File: src/rtl/fp_sum_sequencer.sv
// Folds a last-delimited stream of IEEE-754 doubles into one sum by issuing
// sequential requests to an external double_adder, then presents the result downstream.
module fp_sum_sequencer #(
    parameter int unsigned CNT_W   = 16,
    parameter int unsigned TIMEOUT = 255
) (
    input  logic             clk,
    input  logic             rst,
    input  logic             in_valid,
    input  logic [63:0]      in_data,
    input  logic             in_last,
    output logic             in_ready,
    output logic             add_valid,
    output logic [63:0]      add_a,
    output logic [63:0]      add_b,
    input  logic [63:0]      add_z,
    input  logic             add_done,
    output logic             sum_valid,
    output logic [63:0]      sum_data,
    output logic [CNT_W-1:0] sum_count,
    input  logic             sum_ready,
    output logic             timeout_err
);
    localparam int unsigned WD_W = (TIMEOUT > 0) ? $clog2(TIMEOUT + 1) : 1;

    typedef enum logic [1:0] {EMPTY, ACC, BUSY, OUT} state_t;

    state_t           state;
    logic [63:0]      acc;
    logic [CNT_W-1:0] count;
    logic [CNT_W-1:0] count_inc;
    logic             last_r;
    logic [WD_W-1:0]  wd;
    logic             wd_expired;

    assign in_ready = (state == EMPTY) || (state == ACC);

    always_comb begin
        count_inc  = (&count) ? count : count + 1'b1;
        wd_expired = (TIMEOUT != 0) && (wd == WD_W'(TIMEOUT - 1));
    end

    always_ff @(posedge clk or negedge rst) begin
        if (!rst) begin
            state       <= EMPTY;
            acc         <= '0;
            count       <= '0;
            last_r      <= 1'b0;
            wd          <= '0;
            add_valid   <= 1'b0;
            add_a       <= '0;
            add_b       <= '0;
            sum_valid   <= 1'b0;
            sum_data    <= '0;
            sum_count   <= '0;
            timeout_err <= 1'b0;
        end else begin
            case (state)
                EMPTY: begin
                    // First term seeds the accumulator without an adder round-trip
                    if (in_valid) begin
                        acc   <= in_data;
                        count <= CNT_W'(1);
                        if (in_last) begin
                            state     <= OUT;
                            sum_valid <= 1'b1;
                            sum_data  <= in_data;
                            sum_count <= CNT_W'(1);
                        end else begin
                            state <= ACC;
                        end
                    end
                end
                ACC: begin
                    if (in_valid) begin
                        add_a     <= acc;
                        add_b     <= in_data;
                        add_valid <= 1'b1;
                        last_r    <= in_last;
                        count     <= count_inc;
                        wd        <= '0;
                        state     <= BUSY;
                    end
                end
                BUSY: begin
                    if (add_done) begin
                        acc       <= add_z;
                        add_valid <= 1'b0;
                        if (last_r) begin
                            state     <= OUT;
                            sum_valid <= 1'b1;
                            sum_data  <= add_z;
                            sum_count <= count;
                        end else begin
                            state <= ACC;
                        end
                    end else if (wd_expired) begin
                        // Give up on the adder and emit the pre-add accumulator
                        timeout_err <= 1'b1;
                        add_valid   <= 1'b0;
                        state       <= OUT;
                        sum_valid   <= 1'b1;
                        sum_data    <= acc;
                        sum_count   <= count;
                    end else if (TIMEOUT != 0) begin
                        wd <= wd + 1'b1;
                    end
                end
                OUT: begin
                    if (sum_ready) begin
                        sum_valid <= 1'b0;
                        acc       <= '0;
                        count     <= '0;
                        state     <= EMPTY;
                    end
                end
                default: state <= EMPTY;
            endcase
        end
    end
endmodule
File: config.mk
export PLATFORM = sky130hd
export DESIGN_NAME = fp_sum_sequencer
export DESIGN_NICKNAME = d
export VERILOG_FILES = /design/src/rtl/fp_sum_sequencer.sv
export SDC_FILE = /design/constraint.sdc
export NUM_CORES = 1
export LEC_CHECK = 0
export BUFFER_PORTS_ARGS = -buffer_cell sky130_fd_sc_hd__buf_2
export CAP_MARGIN = 20
export CORE_MARGIN = 8
export CORE_UTILIZATION = 48
export CTS_CLUSTER_SIZE = 10
export DETAILED_ROUTE_END_ITERATION = 8
export PLACE_DENSITY = 0.83
export RECOVER_POWER = 25
export SLEW_MARGIN = 10
export SYNTH_ARGS = -nofsm -noshare
export SYNTH_HDL_FRONTEND = slang
export SYNTH_SLANG_ARGS = --single-unit
File: constraint.sdc
create_clock -name clk -period 1.94 [get_ports clk]
set_clock_uncertainty 0.05 [all_clocks]
set_input_delay 0.194 -clock clk [delete_from_list [all_inputs] [get_ports clk]]
set_output_delay 0.194 -clock clk [all_outputs]
set_load 0.01 [all_outputs]
; After elaboration in Yosys (flattened, before gate mapping)
; Cells that the tools add are included.
[word_totals]
ff_bits = 302
latchBits = 0
mem_bits_rw = 0
romBits = 0
in_bits = 134
output_inout_bits = 212
wordCells = 89
memories = 0
[classes]
n_addsub = 2
mul = 0
div = 0
order_cmp = 0
eq_ne = 14
n_shift = 0
muxes = 44
bitwise_logic = 1
n_reduce_logical = 16
[op_table]
columns = cell, count
row1 = two-way mux 64 bit, 8
row2 = one-hot mux 64 bit (3 select lines), 1
row3 = two-way mux 16 bit, 9
row4 = one-hot mux 64 bit (2 select lines), 1
row5 = one-hot mux 16 bit (3 select lines), 1
row6 = one-hot mux 16 bit (2 select lines), 1
row7 = two-way mux 8 bit, 3
row8 = adder 16 x 1 -> 16 bit (second input constant), 1
row9 = inequality test 2 bit (second input constant), 8
row10 = one-hot mux 8 bit (2 select lines), 1
row11 = AND reduction 16 bit, 1
row12 = two-way mux 2 bit, 7
row13 = AND reduction 4 bit, 3
row14 = AND reduction 5 bit, 2
row15 = two-way mux 1 bit, 9
row16 = adder 8 x 1 -> 8 bit (second input constant), 1
row17 = == test 8 bit (second input constant), 1
row18 = one-hot mux 2 bit (4 select lines), 1
row19 = inequality test 3 bit (second input constant), 2
row20 = AND reduction 3 bit, 2
row21 = AND reduction 6 bit, 1
row22 = nonzero test 3 bit, 2
row23 = == test 2 bit (second input constant), 2
row24 = nonzero test 2 bit, 2
row25 = 7 further kinds, 7

; Depth between registers and ports, before layout
[logic_depth]
word_depth = 4
depth_mapped = 10

; Worst setup path after synthesis
; No wires, ideal clock.
[synth_timing]
path_kind = register to register
from = register wd[0]
to = register sum_count[15]
setup_ps = 132
arrival_ps = 1964
t_required_ps = 1758
setup_slack_ps = -206
path_stages_with_launch = 11
path_cell_list = dfrtp_1 inv_1 ha_1 nand4_2 o21ai_4 or4b_1 buf_2 buf_6 buf_6 nand2_1 o21ai_1
[synth_via]
elab_chain_cells = 3
[synth_lines]
columns = item, line
row1 = "start, declared", 33  ; logic [WD_W-1:0] wd;
row2 = "start signal, assigned", 106  ; wd <= wd + 1'b1;
row3 = == test 8 bit, 40  ; wd_expired = (TIMEOUT != 0) && (wd == WD_W'(TIMEOUT - 1));
row4 = inequality test 3 bit (no source line), n/a
row5 = AND reduction 5 bit (no source line), n/a
row6 = "end signal, assigned", 93  ; sum_count <= count;
row7 = "end signal, assigned", 104  ; sum_count <= count;
row8 = "end, declared", 20  ; output logic [CNT_W-1:0] sum_count,
; No other way between the ends.
; A chain may end at the register's enable or synchronous reset.

; Worst setup path after layout
[layout_timing]
from = register wd[0]
to = register sum_data[61]
[layout_via]
elab_chain_cells = 3
[layout_lines]
columns = item, line
row1 = == test 8 bit, 40
row2 = inequality test 3 bit (no source line), n/a
row3 = AND reduction 5 bit (no source line), n/a
row4 = "end signal, assigned", 67  ; sum_data <= in_data;
row5 = "end signal, assigned", 92  ; sum_data <= add_z;
row6 = "end, declared", 19  ; output logic [63:0] sum_data,
; No other way between the ends.

==> flow_metrics.env <==
export IMPL_pwr_share_clk_pct=19.1
export IMPL_clk_pin_slew_worst_paths_ns=0.05
export IMPL_finish_net_count=2112
export IMPL_boundaryPins=346
export IMPL_cts_max_path_buffers=3
export IMPL_netSwitchingFraction_pct=41.8
export IMPL_post_synth_top_count_cell="nand2_1"
export IMPL_die_area_mm2=0.0334
export IMPL_max_freq_ghz=0.491
export IMPL_r2r_start="wd[0]"
export IMPL_path_class="flip-flop to flip-flop"
export IMPL_dr_first_iter_drc_count=1470
export IMPL_power_switching_mw=12.8
export IMPL_critPathArrivalTime_ns=2.37
export IMPL_rows=61
export IMPL_h_tree_depth=2
export IMPL_synth_edff_count=0
export IMPL_critPathCaptureType="flip-flop"
export IMPL_status="complete, but fails checks"
export IMPL_met3_usage_pct=5.07
export IMPL_grt_ovfl_total=0
export IMPL_crit_path_top_delay_cell="or4b_4"
export IMPL_antenna_found_initial=3
export IMPL_via_count=13400
export IMPL_drive_gt1_share_pct=24.6
export IMPL_whs_endpoint="acc[10]"
export IMPL_syn2layout_area_growth_pct=37.1
export IMPL_die_x_um=183
export IMPL_async_flop_share_pct=100
export IMPL_hold_viol_final=0
export IMPL_synth_top_area_share_pct=56.5
export IMPL_powerDensity_mw_per_mm2=1670
export IMPL_synthFlopType="dfrtp_1"
export IMPL_clkLatencyLatePin_ns=0.50
export IMPL_crit_fanout=15
export IMPL_fin_hold_ws_ns=0.0185
export IMPL_yosysSeqAreaShare_pct=56.5
export IMPL_yosysWarnings=0
export IMPL_place_congestion=0.864
export IMPL_synthesis_area_mm2=0.0134
export IMPL_finalSetupTns_ns=-4.43
export IMPL_cts_root_buf="clkbuf_16"
export IMPL_power_total_mw=30.6
export IMPL_ir_worst_vdd_uv=1020
export IMPL_reg2reg_depth=8
export IMPL_fin_ws_ns=-0.0966
export IMPL_finalCritPeriodShare_pct=105
export IMPL_hold_depth=3
export IMPL_grtUsageMet2_pct=44.1
export IMPL_grt_pass1_vias=13300
export IMPL_syn_nets=1634
export IMPL_synth_area_leader_cell="dfrtp_1"
export IMPL_required_ns=2.27
export IMPL_avgViaCountPerCell=5.67
export IMPL_fillCellCount=1996
export IMPL_busiest_layer="met2"
export IMPL_r2r_end="sum_data[61]"
export IMPL_initial_core_util_pct=48.4
export IMPL_slowest_delay_ns=0.61
export IMPL_syn_avg_cell_area_um2=8.93
export IMPL_chipHeight_um=183
export IMPL_power_leakage_nw=9.41
export IMPL_post_route_util_pct=66.3
export IMPL_ys_types=43
export IMPL_hp_class="input pin to flip-flop"
export IMPL_io_buffer_count=345
export IMPL_drc=0
export IMPL_max_cap_viol_count=0
export IMPL_worst_slew_pin_slew_ns=0.992
export IMPL_syn_inst=1497
export IMPL_grt_usage_pct=26.1
export IMPL_wl_um=48000
export IMPL_relSlewSlack_pct=33.9
export IMPL_period_minus_slack_ns=2.04
export IMPL_grt_pass1_wl_um=71100
export IMPL_violations="negative setup slack"
export IMPL_pwr_share_comb_pct=45.2
export IMPL_critPathLaunchType="flip-flop"
export IMPL_drt_pass1_iter_count=5
export IMPL_grtUsageMet1_pct=31.2
export IMPL_p_seq_share_pct=35.6
export IMPL_path_cells="inv_1, ha_1, nand4_2, o21ai_4, or4b_4, clkbuf_16, nand2_1, o21ai_2"
export IMPL_grt_max_degree=82
export IMPL_setup_viol=80
export IMPL_cts_tree="yes"
export IMPL_cts_buffers=36
export IMPL_dp_hpwl_um=28100
export IMPL_post_drt_wl_per_cell_um=20.3
export IMPL_p_int_mw=17.8
export IMPL_rsz0062_at_grt="yes"
export IMPL_slew_violations=0
export IMPL_ys_ff_latch=302
export IMPL_reg2reg_slack_ns=-0.1
export IMPL_cts_sinks=302
export IMPL_hold_start="add_z[10]"
export IMPL_ys_top_cells_by_count="nand2_1, dfrtp_1, nor2_1"
export IMPL_synthTopCellsByArea="dfrtp_1, nand2_1, a21oi_1"
export IMPL_final_antenna_net_count=0
export IMPL_fp_coreArea_mm2=0.0276
## kinds of logic after synthesis
logic type	count (synthesis)	synth area share (%)
and+or+nand+nor	687	20.0
AOI/OAI and AO/OA	329	14.4
DFF	302	56.5
buffers and inverters	109	3.84
muxes	65	4.88
adders and majority gates	3	0.281
xor gates and xnor gates	2	0.131
## power by group through the flow
stage                     Clock [mW]  Sequential, mW  Combinational, mW
final                           5.85            10.9               13.9
after detailed placement           0            10.8               12.2
after global placement             0            10.7               11.7
after CTS                       5.90            10.8               12.4
after global routing            6.19            11.2               15.1
after floorplan                    0            11.4               6.61
## registers in the layout, indices dropped and copies added (netlist names), 2 cells and up
name and flops:
sum_data 64, acc 64, count 16, state 2
wd 8, add_a 64, sum_count 16, add_b 64
## per-stage QoR
stage | cell area (µm²) | setup WS, ns | std cells
floorplan | 13400 | -0.159 | 1497
global placement | 15800 | -0.00367 | 2175
detailed placement | 15800 | -0.0870 | 2175
CTS | 18000 | -0.101 | 2340
global route | 18300 | -0.165 | 2360
finish | 18300 | -0.0966 | 2361
## critical path, delay by kind of cell, from the launching register on
kind / cells / cell delay [ns]
AND/OR/NAND/NOR: 3 / 0.81
adder cells (fa/ha/maj): 1 / 0.16
flip-flops: 1 / 0.37
buffers and inverters: 2 / 0.30
AO/OA/AOI/OAI: 2 / 0.22
## layout make-up
cell class                 instances  area, µm²  area share [%]
antenna                            4       10.0          0.0546
clock inverter                     1       5.00          0.0273
tap                              378        473            2.58
inverter                           5       18.8           0.102
sequential                       302       7560            41.3
clock buffer                      41        951            5.19
multi-input combinational       1088       5390            29.4
timing repair buffer             542       3920            21.4
## how the worst max path moves through the flow
stage	to	from	depth (start not counted)
2_1_floorplan	sum_count[15]	wd[0]	10
3_3_place_gp	sum_count[10]	wd[0]	7
3_5_place_dp	sum_count[10]	wd[0]	7
4_1_cts	sum_count[10]	wd[0]	7
5_1_grt	sum_count[10]	wd[0]	8
6_report	sum_data[61]	wd[0]	8
## per-layer routing
metal	wire, µm	vias up	share of wire [%]
met5	0	-	0
met2	22800	874	48
li1	-	5938	-
met1	17700	6334	37
met3	4420	241	9.2
met4	3030	0	6.3
## cell usage in the layout, fill, tap and decap left out, types with 45 or more instances in the layout
cell type	Yosys	layout
nor2_1	148	147
mux2i_1	64	64
buf_2	17	343
dfrtp_1	302	300
o21ai_1	70	68
nand2_1	508	505
a21oi_1	138	138
clkbuf_16	0	45
a22oi_1	64	64
dlygate4sd3_1	0	123
## what timing repair did
item                                    in CTS  in global routing
endpoints found under the hold margin      433                  0
setup buffers                                0                  1
hold buffers                               123                  0
endpoints found under the setup margin      77                 82
gates cloned                                 0                 16
gates resized for setup                      3                 16
No activity file was read; power rests on OpenSTA's default activity.
